`config.mk`:
```
export PLATFORM = sky130hd
export DESIGN_NAME = abz_quad_decoder
export DESIGN_NICKNAME = d
export VERILOG_FILES = /design/src/rtl/abz_quad_decoder.sv
export SDC_FILE = /design/constraint.sdc
export NUM_CORES = 1
export LEC_CHECK = 0
export ABC_CLOCK_PERIOD_IN_PS = 3600
export CORE_UTILIZATION = 31
export DETAILED_ROUTE_END_ITERATION = 7
export GPL_TIMING_DRIVEN = 0
export SYNTH_ARGS = -nofsm -noshare
export SYNTH_HDL_FRONTEND = slang
export SYNTH_SLANG_ARGS = --single-unit
```
`constraint.sdc`:
```
create_clock -name CLK -period 3.6 [get_ports CLK]
set_clock_uncertainty 0.1 [all_clocks]
set_input_delay 0.36 -clock CLK [delete_from_list [all_inputs] [get_ports CLK]]
set_output_delay 0.36 -clock CLK [all_outputs]
set_load 0.02 [all_outputs]
```
`src/rtl/abz_quad_decoder.sv`:
```
// abz_quad_decoder: quadrature (A/B/Z) encoder position decoder.
//
// Purpose:
//   Turns the asynchronous A/B/Z encoder lines into a position count. It
//   supports x1/x2/x4 decoding, wrap at CNT_MAX, Z-index loading (continuous
//   or one-shot homing), an init load, a count snapshot and a sticky flag for
//   illegal transitions.
//
// Ports:
//   CLK, RST           clock; synchronous active-high reset
//   A_IN, B_IN, Z_IN   asynchronous encoder inputs
//   MODE               00 = x1, 01 = x2, 1x = x4
//   Z_MODE             0 = load on every qualified Z, 1 = one-shot homing
//   ARM_IN             rising edge arms one-shot homing
//   EN_INIT_IN         rising edge loads INIT_COUNT
//   INIT_COUNT         value loaded by EN_INIT_IN
//   POS_OFFSET         value loaded on a Z load
//   CNT_MAX            wrap limit of the count
//   LATCH_IN           rising edge takes a snapshot of the count
//   ERR_CLR            level; clears ERR
//   CNT_OUT            live position
//   LATCHED_CNT_OUT    snapshot value; LATCH_VLD pulses for one cycle with it
//   Z_LATCHED_CNT      count value just before the most recent Z load
//   DIR_OUT            last direction (1 = up)
//   HOMED              one-shot homing has completed
//   ERR                sticky flag for an illegal A/B transition
//   WRAP_UP, WRAP_DN   one-cycle wrap pulses
module abz_quad_decoder #(
  parameter int BIT_LENGTH = 16,
  parameter int FILT_LEN   = 3
) (
  input  logic                  CLK,
  input  logic                  RST,
  input  logic                  A_IN,
  input  logic                  B_IN,
  input  logic                  Z_IN,
  input  logic [1:0]            MODE,
  input  logic                  Z_MODE,
  input  logic                  ARM_IN,
  input  logic                  EN_INIT_IN,
  input  logic [BIT_LENGTH-1:0] INIT_COUNT,
  input  logic [BIT_LENGTH-1:0] POS_OFFSET,
  input  logic [BIT_LENGTH-1:0] CNT_MAX,
  input  logic                  LATCH_IN,
  input  logic                  ERR_CLR,
  output logic [BIT_LENGTH-1:0] CNT_OUT,
  output logic [BIT_LENGTH-1:0] LATCHED_CNT_OUT,
  output logic                  LATCH_VLD,
  output logic [BIT_LENGTH-1:0] Z_LATCHED_CNT,
  output logic                  DIR_OUT,
  output logic                  HOMED,
  output logic                  ERR,
  output logic                  WRAP_UP,
  output logic                  WRAP_DN
);

  // Bit order in the 3-bit vectors: [0] = A, [1] = B, [2] = Z.
  logic [2:0] sync1, sync2;
  logic [2:0] flt;
  logic [2:0] flt_q, flt_qq;

  always_ff @(posedge CLK) begin
    if (RST) begin
      sync1 <= '0;
      sync2 <= '0;
    end else begin
      sync1 <= {Z_IN, B_IN, A_IN};
      sync2 <= sync1;
    end
  end

  // The glitch filter adopts a new level only after FILT_LEN consecutive
  // cycles of that level. Any return to the current level restarts the run.
  if (FILT_LEN == 0) begin : g_nofilt
    assign flt = sync2;
  end else begin : g_filt
    localparam int CW = (FILT_LEN > 1) ? $clog2(FILT_LEN) : 1;
    for (genvar i = 0; i < 3; i++) begin : g_ch
      logic [CW-1:0] run_cnt;
      logic          lvl;
      always_ff @(posedge CLK) begin
        if (RST) begin
          run_cnt <= '0;
          lvl     <= 1'b0;
        end else if (sync2[i] == lvl) begin
          run_cnt <= '0;
        end else if (run_cnt == CW'(FILT_LEN - 1)) begin
          lvl     <= sync2[i];
          run_cnt <= '0;
        end else begin
          run_cnt <= run_cnt + CW'(1);
        end
      end
      assign flt[i] = lvl;
    end
  end

  logic en_prev, arm_prev, latch_prev, hist_vld, armed;

  // Edge detection uses a registered copy of the filtered levels. This extra
  // stage places the count update FILT_LEN+3 edges after the input is first
  // sampled.
  logic a_lvl, b_lvl, a_edge, b_edge, illegal, x4_evt, x4_up;
  logic z_rise, z_fall, qual_z, z_load;
  logic step_en, step_up;
  logic init_rise, arm_rise, latch_rise;

  assign a_lvl   = flt_q[0];
  assign b_lvl   = flt_q[1];
  assign a_edge  = flt_q[0] ^ flt_qq[0];
  assign b_edge  = flt_q[1] ^ flt_qq[1];
  assign illegal = a_edge & b_edge;
  assign x4_evt  = a_edge ^ b_edge;
  // An A edge counts up when the new A and B differ. A B edge counts up when
  // they match.
  assign x4_up   = a_edge ? (a_lvl ^ b_lvl) : ~(a_lvl ^ b_lvl);

  always_comb begin
    step_en = 1'b0;
    step_up = 1'b0;
    case (MODE)
      2'b00: begin
        step_en = a_edge & ~b_edge & ~b_lvl;
        step_up = a_lvl;
      end
      2'b01: begin
        step_en = a_edge & ~b_edge;
        step_up = x4_up;
      end
      default: begin
        step_en = x4_evt;
        step_up = x4_up;
      end
    endcase
  end

  assign z_rise = flt_q[2] & ~flt_qq[2];
  assign z_fall = ~flt_q[2] & flt_qq[2];
  assign qual_z = DIR_OUT ? z_rise : z_fall;
  assign z_load = qual_z & (~Z_MODE | armed);

  // hist_vld blocks false rising edges on the first cycle after reset when a
  // synchronous control input is already high.
  assign init_rise  = EN_INIT_IN & ~en_prev & hist_vld;
  assign arm_rise   = ARM_IN & ~arm_prev & hist_vld;
  assign latch_rise = LATCH_IN & ~latch_prev & hist_vld;

  always_ff @(posedge CLK) begin
    if (RST) begin
      flt_q           <= '0;
      flt_qq          <= '0;
      en_prev         <= 1'b0;
      arm_prev        <= 1'b0;
      latch_prev      <= 1'b0;
      hist_vld        <= 1'b0;
      armed           <= 1'b0;
      CNT_OUT         <= '0;
      LATCHED_CNT_OUT <= '0;
      LATCH_VLD       <= 1'b0;
      Z_LATCHED_CNT   <= '0;
      DIR_OUT         <= 1'b0;
      HOMED           <= 1'b0;
      ERR             <= 1'b0;
      WRAP_UP         <= 1'b0;
      WRAP_DN         <= 1'b0;
    end else begin
      flt_q      <= flt;
      flt_qq     <= flt_q;
      en_prev    <= EN_INIT_IN;
      arm_prev   <= ARM_IN;
      latch_prev <= LATCH_IN;
      hist_vld   <= 1'b1;
      WRAP_UP    <= 1'b0;
      WRAP_DN    <= 1'b0;
      LATCH_VLD  <= latch_rise;

      if (latch_rise) LATCHED_CNT_OUT <= CNT_OUT;
      if (x4_evt)     DIR_OUT <= x4_up;

      if (illegal)      ERR <= 1'b1;
      else if (ERR_CLR) ERR <= 1'b0;

      if (init_rise) begin
        CNT_OUT <= INIT_COUNT;
      end else if (z_load) begin
        CNT_OUT       <= POS_OFFSET;
        Z_LATCHED_CNT <= CNT_OUT;
        if (Z_MODE) begin
          armed <= 1'b0;
          HOMED <= 1'b1;
        end
      end else if (step_en) begin
        if (step_up) begin
          if (CNT_OUT >= CNT_MAX) begin
            CNT_OUT <= '0;
            WRAP_UP <= 1'b1;
          end else begin
            CNT_OUT <= CNT_OUT + BIT_LENGTH'(1);
          end
        end else begin
          if (CNT_OUT == '0) begin
            CNT_OUT <= CNT_MAX;
            WRAP_DN <= 1'b1;
          end else begin
            CNT_OUT <= CNT_OUT - BIT_LENGTH'(1);
          end
        end
      end

      // A re-arm that lands on the same cycle as a homing load wins, so the
      // request is never lost.
      if (arm_rise) begin
        armed <= 1'b1;
        HOMED <= 1'b0;
      end
    end
  end

endmodule
```
==> flow_summary_export.csv <==
group,metric,value,unit
outcome,status,"finished clean",
grt,grt_pass1_vias,4528,
synthesis,yosys-top-cells-area,"dfxtp_1, ha_1, nand2_1",
sta,relSlewSlack,41.0,%
worst_setup_path,crit_slowest_cell,"a2111oi_0",
placed_design,dp_cells,856,
worst_setup_path,crit_start,"CNT_OUT[0]$_SDFFE_PP0P_",
routing,dr_wl_met3,1060,um
clock_network,cts_hold_buf,0,
sta,post-route-period-util,89.1,%
grt,grt_max_degree,15,
clock_network,numCtsBuffers,9,
worst_setup_path,path_delay_family,"compound AO/OA/AOI/OAI gates",
worst_setup_path,critPathCapture,"CNT_OUT[9]$_SDFFE_PP0P_",
cells_and_area,multi_input_area,2680,um^2
cells_and_area,fillCellCount,1405,
synthesis,postSynthAreaPerCell,8.08,um^2
worst_setup_path,path_depth,10,
clock_network,cts_tree,"done",
worst_setup_path,crit_top_cell,"buf_2",
routing,wl_per_cell,17.5,um
worst_setup_path,critPathMaxFanout,10,
routing,top_layer,"met4",
placed_design,pre_cts_slack,0.313,ns
worst_setup_path,reg2reg_from,"CNT_OUT[0]$_SDFFE_PP0P_",
sta,hold_viol_final,0,
synthesis,synth_cell_type_count,66,
sta,fmax,312,MHz
floorplan,die_h,123,um
worst_setup_path,critPathBufInv,3,
synthesis,syn_inst,564,
synthesis,async_reset_ff_share,0,%
worst_setup_path,r2r_setup_slack,0.39,ns
worst_setup_path,slowest_delay,0.44,ns
floorplan,fp.coreArea,14100,um^2
synthesis,yosysSeqAreaShare,35.1,%
routing,via_count,4561,
placed_design,dp_hpwl,11900,um
placed_design,gp_congestion,0.903,
pwr,power.leakage,2.55,nW
cells_and_area,fin_nets,771,
clock_network,clockBufferDepth,2,
sta,tightest_slew,0.876,ns
pwr,peakVddDrop,0.202,mV
sta,rsz0062_at_grt,"no",
sta,finalCriticalPeriod,3.21,ns
synthesis,synth_edf_count,0,
placed_design,numPortBuffers,112,
routing,wl_met2,7100,um
cells_and_area,area_delta_synth_final,36.5,%
routing,drt_pass1_iterations,5,
floorplan,rows,43,
clock_network,cts-root-buf,"clkbuf_16",
cells_and_area,final_cells,872,
worst_setup_path,cp-end-kind,"flip-flop",
sta,slew_viol_final,0,
routing,drt_iter0_markers,268,
pwr,power.internal,1.76,mW
pwr,power,2.51,mW
routing,met1Wirelength,6690,um
pwr,power.share.switching,29.7,%
cells_and_area,drive_gt1_share,5.50,%
floorplan,initial_core_util,32.3,%
clock_network,h-tree-depth,3,
synthesis,synth-seq-cells,80,
clock_network,post_cts.repair.setup_buffers,0,
synthesis,ys_warn_count,0,
floorplan,die_x,123,um
worst_setup_path,startpoint_type,"flip-flop",
pwr,power_density,403,nW/um^2
grt,track_usage,20.8,%
worst_setup_path,cp.arrival,3.36,ns
flow_run,cap_violations,0,
synthesis,synth_top_area_share,35.1,%
sta,timing.final.ws_setup,0.392,ns
clock_network,cts_sinks,80,
routing,ant_nets,0,
hold_path,hp-class,"flip-flop to flip-flop",
grt,grt_first_pass_wirelength,23500,um
clock_network,post_cts_resize_count,0,
pwr,combinationalPowerShare,23.4,%
pwr,power_switching,745,uW
synthesis,synth_nets,648,
grt,gr-total-overflow,0,
worst_setup_path,reg2reg_depth,10,
hold_path,holdPathStages,1,
sta,tns,0,ns
worst_setup_path,crit_required,3.75,ns
floorplan,io_pins,114,
floorplan,die-area,15200,um^2
sta,setup_viol,0,
cells_and_area,register_area,1600,um^2
worst_setup_path,path_cells,"buf_2, inv_1, ha_1, nand2b_1, a2111oi_0, or4_1, nand4_1, buf_2, a211o_1, a21oi_1",
clock_network,cts.clk_slew.worst_paths,0.06,ns
grt,antenna_found_initial,1,
pwr,seqPwrFrac,37.2,%
clock_network,insertion_delay,0.35,ns
synthesis,ys.flop_type,"dfxtp_1",
synthesis,synth.cell_area,4560,um^2
routing,finalWirelength,15300,um
pwr,clockPowerShare,39.4,%
worst_setup_path,r2r-end,"CNT_OUT[9]$_SDFFE_PP0P_",
cells_and_area,fin_util,44.2,%
synthesis,yosysTopAreaCell,"dfxtp_1",
worst_setup_path,critPathKind,"flip-flop to flip-flop",
routing,drc_errors,0,
routing,via_per_inst,5.23,
[cell usage in the layout, fill, tap and decap left out, types with 6 or more instances in the layout]
cell and count:
buf_2 8, nand3_1 8, o211ai_1 6, clkbuf_1 30, ha_1 24, clkdlybuf4s50_1 112, nor3_1 14, nor2b_1 16
xor2_1 18, clkbuf_16 9, a21oi_1 40, o31ai_1 7, nand2_1 64, nor2_1 57, o21ai_0 28, xnor2_1 8
nand4_1 9, dfxtp_1 80, o21a_1 6, inv_1 27, mux2i_1 21
[cells in the mapped netlist (3+ instances only)]
master / n
dfxtp_1: 80
xnor2_1: 8
buf_2: 8
nor2_1: 57
xor2_1: 18
o221ai_1: 3
or3_1: 4
a21oi_1: 40
nand4_1: 9
o21a_1: 6
ha_1: 24
o31ai_1: 7
a31oi_1: 5
and2_1: 3
a211oi_1: 5
o21ai_1: 3
and3b_1: 3
nand2_1: 64
o21ai_0: 28
inv_1: 27
nor3b_1: 3
o211a_1: 5
o211ai_1: 6
nand2b_1: 5
buf_1: 3
mux2i_1: 21
nor3_1: 14
clkbuf_1: 30
and4_1: 4
nor2b_1: 16
nand3_1: 8
[layer usage]
| metal | up-vias | GRT usage [%] |
|---|---|---|
| met4 | 0 | 9.34 |
| met2 | 171 | 33.8 |
| met3 | 38 | 4.06 |
| met5 | - | 0 |
| li1 | 2227 | - |
| met1 | 2125 | 26.5 |
[worst register-to-register path, stage by stage (launching register included)]
cell and delay, ns:
dfxtp_1 0.38, buf_2 0.25, inv_1 0.15, ha_1 0.29
nand2b_1 0.13, a2111oi_0 0.44, or4_1 0.21, nand4_1 0.37
buf_2 0.35, a211o_1 0.24, a21oi_1 0.20
[area by class of cell]
type	instances	area share [%]
Multi-Input combinational cell	414	43.0
Timing Repair Buffer	112	18.0
Inverter	27	1.63
Tap cell	180	3.62
Clock buffer	9	3.62
Sequential cell	80	25.7
Antenna cell	1	0.0402
Clock inverter	6	1.47
Buffer	43	2.90
[metrics by stage]
stage | hold WS, ns | cell area (um^2)
4_1_cts | 0.314 | 6220
5_1_grt | 0.333 | 6220
6_report | 0.312 | 6220
3_3_place_gp | 0.298 | 5900
2_1_floorplan | 0.291 | 4560
3_5_place_dp | 0.306 | 5900
[logic make-up (layout without fill, tap and decap cells)]
kind of cell,Yosys count,in the layout,synth area share [%]
AND/OR/NAND/NOR,208,208,23.1
AO/OA/AOI/OAI,134,134,19.2
flip-flops,80,80,35.1
buffers and inverters,70,197,6.18
XOR/XNOR,26,26,5.00
adder cells (fa/ha/maj),24,24,6.59
multiplexers,22,22,4.86
other,0,1,0
[worst min-delay path by stage]
stage,start,endpoint,slack (ns)
6_report,g_filt.g_ch[1].run_cnt[0]$_SDFF_PP0_,g_filt.g_ch[1].run_cnt[0]$_SDFF_PP0_,0.31
5_1_grt,g_filt.g_ch[2].run_cnt[0]$_SDFF_PP0_,g_filt.g_ch[2].run_cnt[0]$_SDFF_PP0_,0.33
4_1_cts,g_filt.g_ch[1].run_cnt[0]$_SDFF_PP0_,g_filt.g_ch[1].run_cnt[0]$_SDFF_PP0_,0.31
2_1_floorplan,g_filt.g_ch[0].run_cnt[0]$_SDFF_PP0_,g_filt.g_ch[0].run_cnt[0]$_SDFF_PP0_,0.29
3_5_place_dp,g_filt.g_ch[1].run_cnt[0]$_SDFF_PP0_,g_filt.g_ch[1].run_cnt[0]$_SDFF_PP0_,0.31
3_3_place_gp,g_filt.g_ch[1].run_cnt[0]$_SDFF_PP0_,g_filt.g_ch[1].run_cnt[0]$_SDFF_PP0_,0.30
[power groups by stage]
stage               combinational (mW)  sequential [mW]  clock, mW
floorplan                        0.353            0.960          0
global placement                 0.574            0.951          0
detailed placement               0.581            0.952          0
CTS                              0.584            0.932       1.00
global route                     0.640            0.934       1.04
finish                           0.588            0.933      0.988
[registers in the layout, summed over array words and instances (netlist names)]
signal and flops:
CNT_OUT 16, DIR_OUT 1, ERR 1, HOMED 1, LATCHED_CNT_OUT 16, LATCH_VLD 1, WRAP_DN 1, WRAP_UP 1
Z_LATCHED_CNT 16, arm_prev 1, armed 1, en_prev 1, flt_q 3, flt_qq 3, g_filt.g_ch.lvl 3, g_filt.g_ch.run_cnt 6
hist_vld 1, latch_prev 1, sync1 3, sync2 3
(Power assumes the default switching activity.)
